## src/rtl/gray_monitor_pkg.sv

```systemverilog
// Shared definitions for the Gray counter monitor: FSM states and fault codes.
package gray_monitor_pkg;

  typedef enum logic [1:0] {
    StEmpty = 2'b00,
    StTrack = 2'b01,
    StFault = 2'b10
  } mon_state_e;

  localparam logic [1:0] ERR_NONE = 2'b00;
  localparam logic [1:0] ERR_STEP = 2'b01;
  localparam logic [1:0] ERR_OVF  = 2'b10;

endpackage

```

## src/rtl/gray_monitor_gray2bin.sv

```systemverilog
// Combinational Gray-to-binary decoder: each binary bit is the XOR of all Gray bits at or above it.
module gray_monitor_gray2bin #(
  parameter int unsigned GRAY_W = 3
) (
  input  logic [GRAY_W-1:0] i_gray,
  output logic [GRAY_W-1:0] o_bin
);

  for (genvar i = 0; i < GRAY_W; i++) begin : g_bit
    assign o_bin[i] = ^i_gray[GRAY_W-1:i];
  end

endmodule

```

## src/rtl/gray_monitor.sv

```systemverilog
// Checker for a Gray counter stage: tracks position and wraps, flags illegal steps and
// disagreement with the upstream overflow flag, and latches the first fault.
module gray_monitor
  import gray_monitor_pkg::*;
#(
  parameter int unsigned GRAY_W = 3,
  parameter int unsigned WRAP_W = 4
) (
  input  logic              Clk,
  input  logic              Reset,
  input  logic              Valid,
  input  logic [GRAY_W-1:0] Gray,
  input  logic              Overflow_in,
  output logic [GRAY_W-1:0] Bin,
  output logic [WRAP_W-1:0] Wraps,
  output logic              Locked,
  output logic              Error,
  output logic [1:0]        ErrCode
);

  localparam logic [GRAY_W-1:0] BinMax  = {GRAY_W{1'b1}};
  localparam logic [WRAP_W-1:0] WrapMax = {WRAP_W{1'b1}};

  mon_state_e        r_state, w_state_d;
  logic [GRAY_W-1:0] r_bin, w_bin_d;
  logic [WRAP_W-1:0] r_wraps, w_wraps_d;
  logic              r_locked, w_locked_d;
  logic [1:0]        r_errcode, w_errcode_d;

  logic [GRAY_W-1:0] w_dec;
  logic [GRAY_W-1:0] w_bin_inc;
  logic [WRAP_W-1:0] w_wraps_nx;
  logic              w_hold, w_inc, w_wrap, w_step_ok, w_ovf_bad;

  gray_monitor_gray2bin #(
    .GRAY_W(GRAY_W)
  ) u_gray2bin (
    .i_gray(Gray),
    .o_bin (w_dec)
  );

  // Step classification and overflow expectation for the sample currently presented.
  always_comb begin
    w_bin_inc  = r_bin + GRAY_W'(1);
    w_hold     = (w_dec == r_bin);
    w_inc      = (w_dec == w_bin_inc);
    w_wrap     = w_inc && (r_bin == BinMax);
    w_wraps_nx = (w_wrap && (r_wraps != WrapMax)) ? r_wraps + WRAP_W'(1) : r_wraps;
    w_step_ok  = w_hold || w_inc;
    // In EMPTY the wrap count is still zero, so this also covers the first-sample check.
    w_ovf_bad  = (Overflow_in != (w_wraps_nx != '0));
  end

  // State register.
  always_ff @(posedge Clk) begin
    if (Reset) begin
      r_state <= StEmpty;
    end else begin
      r_state <= w_state_d;
    end
  end

  // Next-state logic; FAULT only leaves via Reset.
  always_comb begin
    w_state_d = r_state;
    unique case (r_state)
      StEmpty: if (Valid) w_state_d = w_ovf_bad ? StFault : StTrack;
      StTrack: if (Valid && (!w_step_ok || w_ovf_bad)) w_state_d = StFault;
      StFault: w_state_d = StFault;
      default: w_state_d = StEmpty;
    endcase
  end

  // Datapath next values; an illegal step leaves Bin and Wraps at the last good sample.
  always_comb begin
    w_bin_d     = r_bin;
    w_wraps_d   = r_wraps;
    w_locked_d  = r_locked;
    w_errcode_d = r_errcode;
    unique case (r_state)
      StEmpty: begin
        if (Valid) begin
          w_bin_d    = w_dec;
          w_locked_d = 1'b1;
          if (w_ovf_bad) w_errcode_d = ERR_OVF;
        end
      end
      StTrack: begin
        if (Valid) begin
          if (!w_step_ok) begin
            w_errcode_d = ERR_STEP;
          end else begin
            w_bin_d   = w_dec;
            w_wraps_d = w_wraps_nx;
            if (w_ovf_bad) w_errcode_d = ERR_OVF;
          end
        end
      end
      default: ;
    endcase
  end

  // Datapath registers.
  always_ff @(posedge Clk) begin
    if (Reset) begin
      r_bin     <= '0;
      r_wraps   <= '0;
      r_locked  <= 1'b0;
      r_errcode <= ERR_NONE;
    end else begin
      r_bin     <= w_bin_d;
      r_wraps   <= w_wraps_d;
      r_locked  <= w_locked_d;
      r_errcode <= w_errcode_d;
    end
  end

  // Outputs come straight from registers.
  always_comb begin
    Bin     = r_bin;
    Wraps   = r_wraps;
    Locked  = r_locked;
    Error   = (r_state == StFault);
    ErrCode = r_errcode;
  end

endmodule

```

## config.mk

```make
export PLATFORM = sky130hd
export DESIGN_NAME = gray_monitor
export DESIGN_NICKNAME = d
export VERILOG_FILES = /design/src/rtl/gray_monitor_pkg.sv /design/src/rtl/gray_monitor_gray2bin.sv /design/src/rtl/gray_monitor.sv
export SDC_FILE = /design/constraint.sdc
export NUM_CORES = 1
export LEC_CHECK = 0
export CAP_MARGIN = 30
export CORE_UTILIZATION = 47
export CTS_CLUSTER_DIAMETER = 80
export DETAILED_ROUTE_END_ITERATION = 8
export GPL_ROUTABILITY_DRIVEN = 0
export PLACE_DENSITY = 0.78
export SYNTH_ARGS = -nofsm -noshare
export SYNTH_HDL_FRONTEND = slang
export SYNTH_SLANG_ARGS = --single-unit
```

## constraint.sdc

```tcl
create_clock -name Clk -period 5.8 [get_ports Clk]
set_input_delay 1.45 -clock Clk [delete_from_list [all_inputs] [get_ports Clk]]
set_output_delay 1.45 -clock Clk [all_outputs]
set_load 0.01 [all_outputs]
```

==> reports/results.ini, run 1 <==
[synthesis]
netlist_instances=90
synth_largest_area_cell=dfxtp_1
syn_area_per_cell_sq_um=8.91
synthMuxAreaShare_pct=7.64
ys.flop_type=dfxtp_1
ys_seq_elements=12
yosysWarnings=0
netlist_area_sq_um=802
netlist.area_leader.share_pct=30.0
synth_nets=104
synth-xor-area-share_pct=12.6
synth_fa_ha_area_share_pct=10.9
synthSimpleGateAreaFrac_pct=17.9
synthTopCellsByArea=dfxtp_1 (30%), ha_1 (11%), mux2i_1 (6.2%)
synth_edf_count=0
synth_top_family_by_area=simple AND/OR/NAND/NOR gates
synth_cell_types=31
ys_seq_area_share_pct=30.0
synth_compound_area_share_pct=17.6
synthArstFlopShare_pct=0

[sta]
fmax_mhz=266
period_needed_ns=3.76
rsz0062_at_grt=false
finalCritPeriodShare_pct=64.7
fin_tns_setup_ns=0
holdWs_ns=0.475
drv_slew=0
setup_viol=0
worst_pin_slew_ns=0.453
fin_skew_ns=0.00105
maxSlewHeadroom_pct=68.9
finalHoldViolCount=0

[critical_path]
worst_setup_path_start_kind=input port
arrival_ns=3.91
cp_max_fo=6
cp_data_required_time_ns=5.96
cp-end-kind=register
worstSetupPathType=input port to register

[die]
fp.dieH_um=43.3
die_area_sq_um=1880
start_util_pct=52.0
rows=14
core_sq_um=1540
io_pins=18
die_x_um=43.3

[route]
viasPerCell=5.66
wl_um=1650
firstDrtPassIters=4
ant_nets=0
vias=708
first_iter_violations=10
drt-wirelength-per-cell_um=13.2
drcViolationCount=0

[cells_and_area]
fin_cells=125
finalNetCount=124
n_antenna_cell=0
drive_gt1_share_pct=10.1
final_cell_area_sq_um=1020
layout_common_cells=clkdlybuf4s50_1 (17), nor2_1 (13), dfxtp_1 (12)
area_growth_syn_to_layout_pct=27.3
layout_commonest_cell=clkdlybuf4s50_1

[global_route]
grt_pass1_vias=635
antenna_found_initial=0
grt_max_degree=13
overflow=0
grt_first_pass_wirelength_um=2730
grt_usage_pct=19.1

[flow_run]
cap_violations=0

[clock_network]
cts-htree-levels=1
hold_buffers=0
ctsResizeCount=0
post_cts_buffers=0
cts_root_buf=clkbuf_4
cts_buffers=3
tritoncts=built
cts_buffer_depth=2
clk_latency_ns=0.27
cts.clk_slew.worst_paths_ns=0.08
clock-sinks=12

[power]
intPower_uw=172
p_leak_uw=0.000407
switching_share_pct=31.1
power_density_nw_per_um2=244
p_switching_uw=77.5
pwr-share-clk_pct=27.1
ir_drop_mv=0.119
seq_power_share_pct=38.8
comb_power_share_pct=34.2

[placement]
port-buffer-count=17
placed_cells=121
placed_area_sq_um=985
dp_hpwl_um=1240

[min_path]
holdCritPathClass=register to register

[run_status]
run_status=finished clean

routing by layer:
metal  share of wire (%)  GRT usage, %
met1                  50          25.5
met2                  44          31.3
met3                 4.9          5.11
met4                0.18          3.64
met5                   0             0
cell families after synthesis:
logic type / count (synthesis)
buffers and inverters: 7
AND/OR/NAND/NOR: 31
adder cells (fa/ha/maj): 7
XOR/XNOR: 9
flip-flops: 12
AO/OA/AOI/OAI: 18
multiplexers: 6
final timing paths:
path | from | end | slack [ns] | depth (start not counted)
setup / recovery | Gray[2] | r_state[1]$_SDFFE_PP0P_ | 2.04 | 8
hold / removal | Locked$_SDFFE_PP0P_ | Locked$_SDFFE_PP0P_ | 0.48 | 2
setup reg to reg | Bin[1]$_SDFFE_PP0P_ | r_state[1]$_SDFFE_PP0P_ | 2.97 | 9
hold reg to reg | Locked$_SDFFE_PP0P_ | Locked$_SDFFE_PP0P_ | 0.48 | 2
power by group through the flow:
stage                     clock [uW]  combinational (uW)  sequential, uW
after floorplan                    0                55.5            99.6
after global placement             0                81.6            98.2
after detailed placement           0                84.7            98.6
after CTS                       68.7                85.0            96.6
after global routing            74.0                93.8            97.4
final                           67.4                85.1            96.6
sequential cells by signal, indices dropped and copies added (netlist names):
signal / count
Bin: 3
ErrCode: 2
Locked: 1
Wraps: 4
r_state: 2
critical path, cell delays in order:
cell	delay (ns)
clkdlybuf4s50_1	0.52
or2_2	0.34
mux2i_1	0.39
nand4_1	0.18
a221oi_2	0.32
xnor2_1	0.25
a211oi_1	0.08
a2111oi_1	0.37
synthesized netlist by cell type, types with 2 or more instances:
master / instances
inv_1: 5
nor2b_1: 3
nand2_1: 7
ha_1: 7
clkbuf_1: 2
a21oi_1: 4
a2111oi_1: 2
or2_2: 2
xnor2_1: 5
nor2_1: 13
dfxtp_1: 12
mux2i_1: 5
nand4_1: 2
a211oi_1: 3
xor2_1: 2
area by class of cell:
class                      instances  area, sq um
inverter                           5         18.8
fill                             123          520
multi-input combinational         71          536
clock buffer                       4         36.3
tap                               16         20.0
sequential                        12          240
timing repair buffer              17          170
per-stage QoR:
stage               util, %  worst slack (ns)  power [uW]
floorplan                 -              2.57         155
global placement       63.9              1.91         180
detailed placement     63.9              1.78         183
CTS                    66.2              2.06         250
global route           66.2              1.91         265
finish                 66.2              2.04         249
Note: power is estimated with default switching activity, not from simulation.
==> run 2: changes to the inputs <==
Settings changed: CORE_UTILIZATION 47 to 44, PLACE_DENSITY 0.78 to 0.77.
Clock period 5.8 ns to 3.07 ns, I/O delays scaled along.
==> run 2 against run 1 <==
Highest routed layer unchanged. Critical endpoint unchanged. Count of clock-buffer cells in the layout did not move. Routed wire length rose by 7.2%. Utilization fell by 4.0 points. Clock power rose by 94%. Clock skew fell by 0.00066 ns. Total power rose by 95%. Non-clock buffer count rose by 4. Combinational power rose by 100%. Register-to-register slack got worse by 2.6 ns. Global-route usage rose by 1.4 points. Worst setup slack got worse by 1.9 ns. Final area rose by 4.0%.
==> reports/results.ini, run 2 (synthesized netlist as in run 1, its figures left out) <==
[run_status]
run_status=finished clean

[critical_path]
arrival_ns=3.06
cp_max_fo=6
r2r_setup_slack_ns=0.35
critical_path.endpoint=r_state[1]$_SDFFE_PP0P_
reg2reg_depth=9
cp_data_required_time_ns=3.24
critPathLaunch=Gray[1]
worst_setup_path_start_kind=input port
worstSetupPathType=input port to register
cp-end-kind=register
timing.rr.start=Bin[0]$_SDFFE_PP0P_
r2r-end=r_state[1]$_SDFFE_PP0P_

[global_route]
overflow=0
grt_usage_pct=20.6
antenna_found_initial=0
grt_first_pass_wirelength_um=2950
grt_pass1_vias=729
grt_max_degree=13

[min_path]
holdCritPathClass=register to register

[die]
rows=15
start_util_pct=47.0
fp.dieH_um=44.7
io_pins=18
core_sq_um=1710
die_area_sq_um=2000
die_x_um=44.7

[cells_and_area]
layout_common_cells=clkdlybuf4s50_1 (17), nor2_1 (13), dfxtp_1 (12)
largest_reg_flops=4
nFillCells=153
layout_commonest_cell=clkdlybuf4s50_1
finalNetCount=128
drive_gt1_share_pct=13.3
fin_cells=138
final_util_pct=62.2
area_growth_syn_to_layout_pct=32.4
final_cell_area_sq_um=1060
n_antenna_cell=0

[route]
ant_nets=0
first_iter_violations=13
wl_um=1770
drt-wirelength-per-cell_um=12.8
firstDrtPassIters=4
vias=769
viasPerCell=5.57
drcViolationCount=0

[sta]
drv_slew=0
period_needed_ns=2.89
rsz0062_at_grt=false
fin_ws_ns=0.178
finalCritPeriodShare_pct=94.2
maxSlewHeadroom_pct=68.7
fin_skew_ns=0.000388
fmax_mhz=346
finalHoldViolCount=0
worst_pin_slew_ns=0.456
holdWs_ns=0.468
setup_viol=0

[clock_network]
cts_root_buf=clkbuf_4
clk_latency_ns=0.28
tritoncts=built
cts_buffers=3
cts.clk_slew.worst_paths_ns=0.08
cts_buffer_depth=2
hold_buffers=0
ctsResizeCount=0
cts-htree-levels=1
post_cts_buffers=0
clock-sinks=12

[power]
power_density_nw_per_um2=457
ir_drop_mv=0.232
p_leak_uw=0.000426

[placement]
placed_cells=134
dp_slack_ns=-0.0908
port-buffer-count=17
placed_area_sq_um=1030
dp_hpwl_um=1350

[flow_run]
cap_violations=0

==> run 2: changes by cell type in the layout (fill, tap and decap cells not counted), sizes merged <==
| cell | change |
|---|---|
| buf | +4 |
==> run 2: area by class of cell <==
class / count / area (sq um) / share of cell area (%)
Multi-Input combinational cell: 71 / 536 / 50.4
Sequential cell: 12 / 240 / 22.6
Timing Repair Buffer: 21 / 200 / 18.8
Clock buffer: 4 / 36.3 / 3.42
Tap cell: 25 / 31.3 / 2.94
Inverter: 5 / 18.8 / 1.77
==> run 2: worst max-delay path: stages <==
cell and delay (ns):
clkdlybuf4s50_1 0.57, xnor2_1 0.17, mux2i_1 0.46, nand4_1 0.17, a221oi_2 0.32, xnor2_1 0.18, a211oi_1 0.07, a2111oi_1 0.35
==> run 2: metrics by stage <==
step | TNS, ns | power, uW
after global routing | 0 | 515
after detailed placement | -0.183 | 357
after global placement | 0 | 349
final | 0 | 485
after floorplan | 0 | 293
after CTS | 0 | 487
==> run 2: metal layers <==
metal,GRT usage [%],vias up,share of wire [%]
met4,12.1,0,3.1
met3,5.20,9,5.8
met1,22.2,363,42
li1,-,370,-
met5,0,-,0
met2,36.2,27,49
==> run 2: report_power, final <==
| part | switching, uW | total (uW) | internal [uW] |
|---|---|---|---|
| logic | 80.1 | 171 | 90.4 |
| clock network | 58.9 | 131 | 72.2 |
| registers | 14.0 | 183 | 169 |
| total | 153 | 485 | 332 |
==> run 2: worst min path at each step <==
| stage | startpoint | depth (start not counted) | slack [ns] | end |
|---|---|---|---|---|
| global route | Locked$_SDFFE_PP0P_ | 2 | 0.52 | Locked$_SDFFE_PP0P_ |
| CTS | Locked$_SDFFE_PP0P_ | 2 | 0.48 | Locked$_SDFFE_PP0P_ |
| finish | Locked$_SDFFE_PP0P_ | 2 | 0.47 | Locked$_SDFFE_PP0P_ |
| global placement | Locked$_SDFFE_PP0P_ | 2 | 0.45 | Locked$_SDFFE_PP0P_ |
| detailed placement | Locked$_SDFFE_PP0P_ | 2 | 0.46 | Locked$_SDFFE_PP0P_ |
| floorplan | Locked$_SDFFE_PP0P_ | 2 | 0.50 | Locked$_SDFFE_PP0P_ |
==> run 3: changes to the inputs <==
Settings changed: RECOVER_POWER set to 50.
==> run 3 against run 2 <==
Count of clock-buffer cells in the layout stayed put. Critical path depth stayed put. Routed wire length is 0.68% lower. Die area stayed put. Clock power hardly changed. Clock skew hardly changed. Sequential share of layout area stayed put. Total power is 0.98% lower. First-iteration DRC count stayed put. Utilization stayed put. Non-clock buffer count stayed put. Critical endpoint unchanged. Largest power group unchanged. Highest routed layer unchanged.
==> reports/results.ini, run 3 (synthesized netlist as in run 1, its figures left out) <==
[run_status]
run_status=finished clean

[cells_and_area]
layout.area.seq_sq_um=240
finalNetCount=128
layout_common_cells=nor2_1 (13), dfxtp_1 (12), dlygate4sd3_1 (11)
multi_input_area_sq_um=536
largest_reg_flops=4
drive_gt1_share_pct=13.3
layout_commonest_cell=nor2_1
area_growth_syn_to_layout_pct=32.4
fin_cells=138
nFillCells=153
n_antenna_cell=0

[clock_network]
hold_buffers=0
cts_root_buf=clkbuf_4
clock-sinks=12
cts_buffers=3
cts_buffer_depth=2
ctsResizeCount=0
tritoncts=built
cts.clk_slew.worst_paths_ns=0.08
clk_latency_ns=0.28
cts-htree-levels=1
post_cts_buffers=0

[sta]
rsz0062_at_grt=false
fin_skew_ns=0.000298
fmax_mhz=350
finalCritPeriodShare_pct=93.1
finalHoldViolCount=0
holdWs_ns=0.463
worst_pin_slew_ns=0.459
maxSlewHeadroom_pct=69.3
drv_slew=0
period_needed_ns=2.86
setup_viol=0

[route]
drt-wirelength-per-cell_um=12.7
first_iter_violations=13
vias=765
viasPerCell=5.54
wl_um=1750
firstDrtPassIters=4
drcViolationCount=0
ant_nets=0

[critical_path]
crit_top_cell=xnor2_1
worst_setup_path_start_kind=input port
r2r_setup_slack_ns=0.39
cp-end-kind=register
cpLargestDelayFamily=compound AO/OA/AOI/OAI gates
cpMaxStageDelayCell=clkdlybuf4s50_1
r2r-end=r_state[1]$_SDFFE_PP0P_
reg2reg_depth=9
worst-path-buf-inv=1
timing.rr.start=Bin[0]$_SDFFE_PP0P_
worstSetupPathType=input port to register
path_cells=clkdlybuf4s50_1 -> xnor2_1 -> mux2i_1 -> nand4_1 -> a221oi_2 -> xnor2_1 -> a211oi_1 -> a2111oi_1
cp_data_required_time_ns=3.24
cp_max_fo=6
arrival_ns=3.03
cp_slowest_stage_delay_ns=0.57

[power]
power_density_nw_per_um2=452
ir_drop_mv=0.231
p_leak_uw=0.000457

[global_route]
antenna_found_initial=0
grt_usage_pct=20.6
overflow=0
grt_pass1_vias=729
grt_first_pass_wirelength_um=2950
grt_max_degree=13

[die]
core_sq_um=1710
start_util_pct=47.0
fp.dieH_um=44.7
die_x_um=44.7
io_pins=18
die_area_sq_um=2000
rows=15

[min_path]
hp-start=Locked$_SDFFE_PP0P_
whs_endpoint=Locked$_SDFFE_PP0P_
holdCritPathClass=register to register
min_path_cells=2

[flow_run]
cap_violations=0

[placement]
port-buffer-count=17
dp_hpwl_um=1350
placed_cells=134

[run 3: cell types whose count changed in the layout (fill, tap and decap cells not counted), sizes merged]
cell	change
dlygate4sd3	+11
clkdlybuf4s50	-11
[run 3: how the worst max path moves through the flow]
| stage | start | to | slack (ns) | depth (start not counted) |
|---|---|---|---|---|
| 5_1_grt | Gray[1] | r_state[0]$_SDFFE_PP0P_ | 0.01 | 8 |
| 4_1_cts | Gray[1] | r_state[1]$_SDFFE_PP0P_ | 0.20 | 8 |
| 2_1_floorplan | Bin[0]$_SDFFE_PP0P_ | r_state[1]$_SDFFE_PP0P_ | 0.52 | 9 |
| 6_report | Gray[1] | r_state[1]$_SDFFE_PP0P_ | 0.21 | 8 |
| 3_5_place_dp | Gray[1] | r_state[1]$_SDFFE_PP0P_ | -0.09 | 8 |
| 3_3_place_gp | Gray[1] | r_state[1]$_SDFFE_PP0P_ | 0.02 | 8 |
[run 3: tightest hold or removal path, stage by stage (launching register included)]
cell	delay [ns]
dfxtp_1	0.33
a21oi_1	0.04
nor2_1	0.07
[run 3: area by class of cell]
type / instances / area share (%)
Timing Repair Buffer: 21 / 18.8
Multi-Input combinational cell: 71 / 50.4
Tap cell: 25 / 2.94
Clock buffer: 4 / 3.42
Inverter: 5 / 1.77
Sequential cell: 12 / 22.6
[run 3: report_power, final]
part | internal, uW | switching [uW] | leakage, uW
clock network | 72.2 | 58.6 | 0.0000210
registers | 169 | 13.6 | 0.0000981
logic | 86.9 | 79.7 | 0.000338
total | 328 | 152 | 0.000457
[run 3: through the flow]
| step | util (%) | instance area [sq um] | worst slack, ns | total power, uW | setup TNS (ns) |
|---|---|---|---|---|---|
| 2_1_floorplan | - | 802 | 0.516 | 293 | 0 |
| 3_3_place_gp | 60.1 | 1030 | 0.0216 | 349 | 0 |
| 3_5_place_dp | 60.1 | 1030 | -0.0908 | 357 | -0.183 |
| 4_1_cts | 62.2 | 1060 | 0.200 | 487 | 0 |
| 5_1_grt | 62.2 | 1060 | 0.0112 | 511 | 0 |
| 6_report | 62.2 | 1060 | 0.211 | 480 | 0 |
[run 3: metal layers]
metal / global-route usage [%] / wire, um
met5: 0 / 0
met4: 12.1 / 49
met3: 5.20 / 106
met2: 36.2 / 860
met1: 22.2 / 736
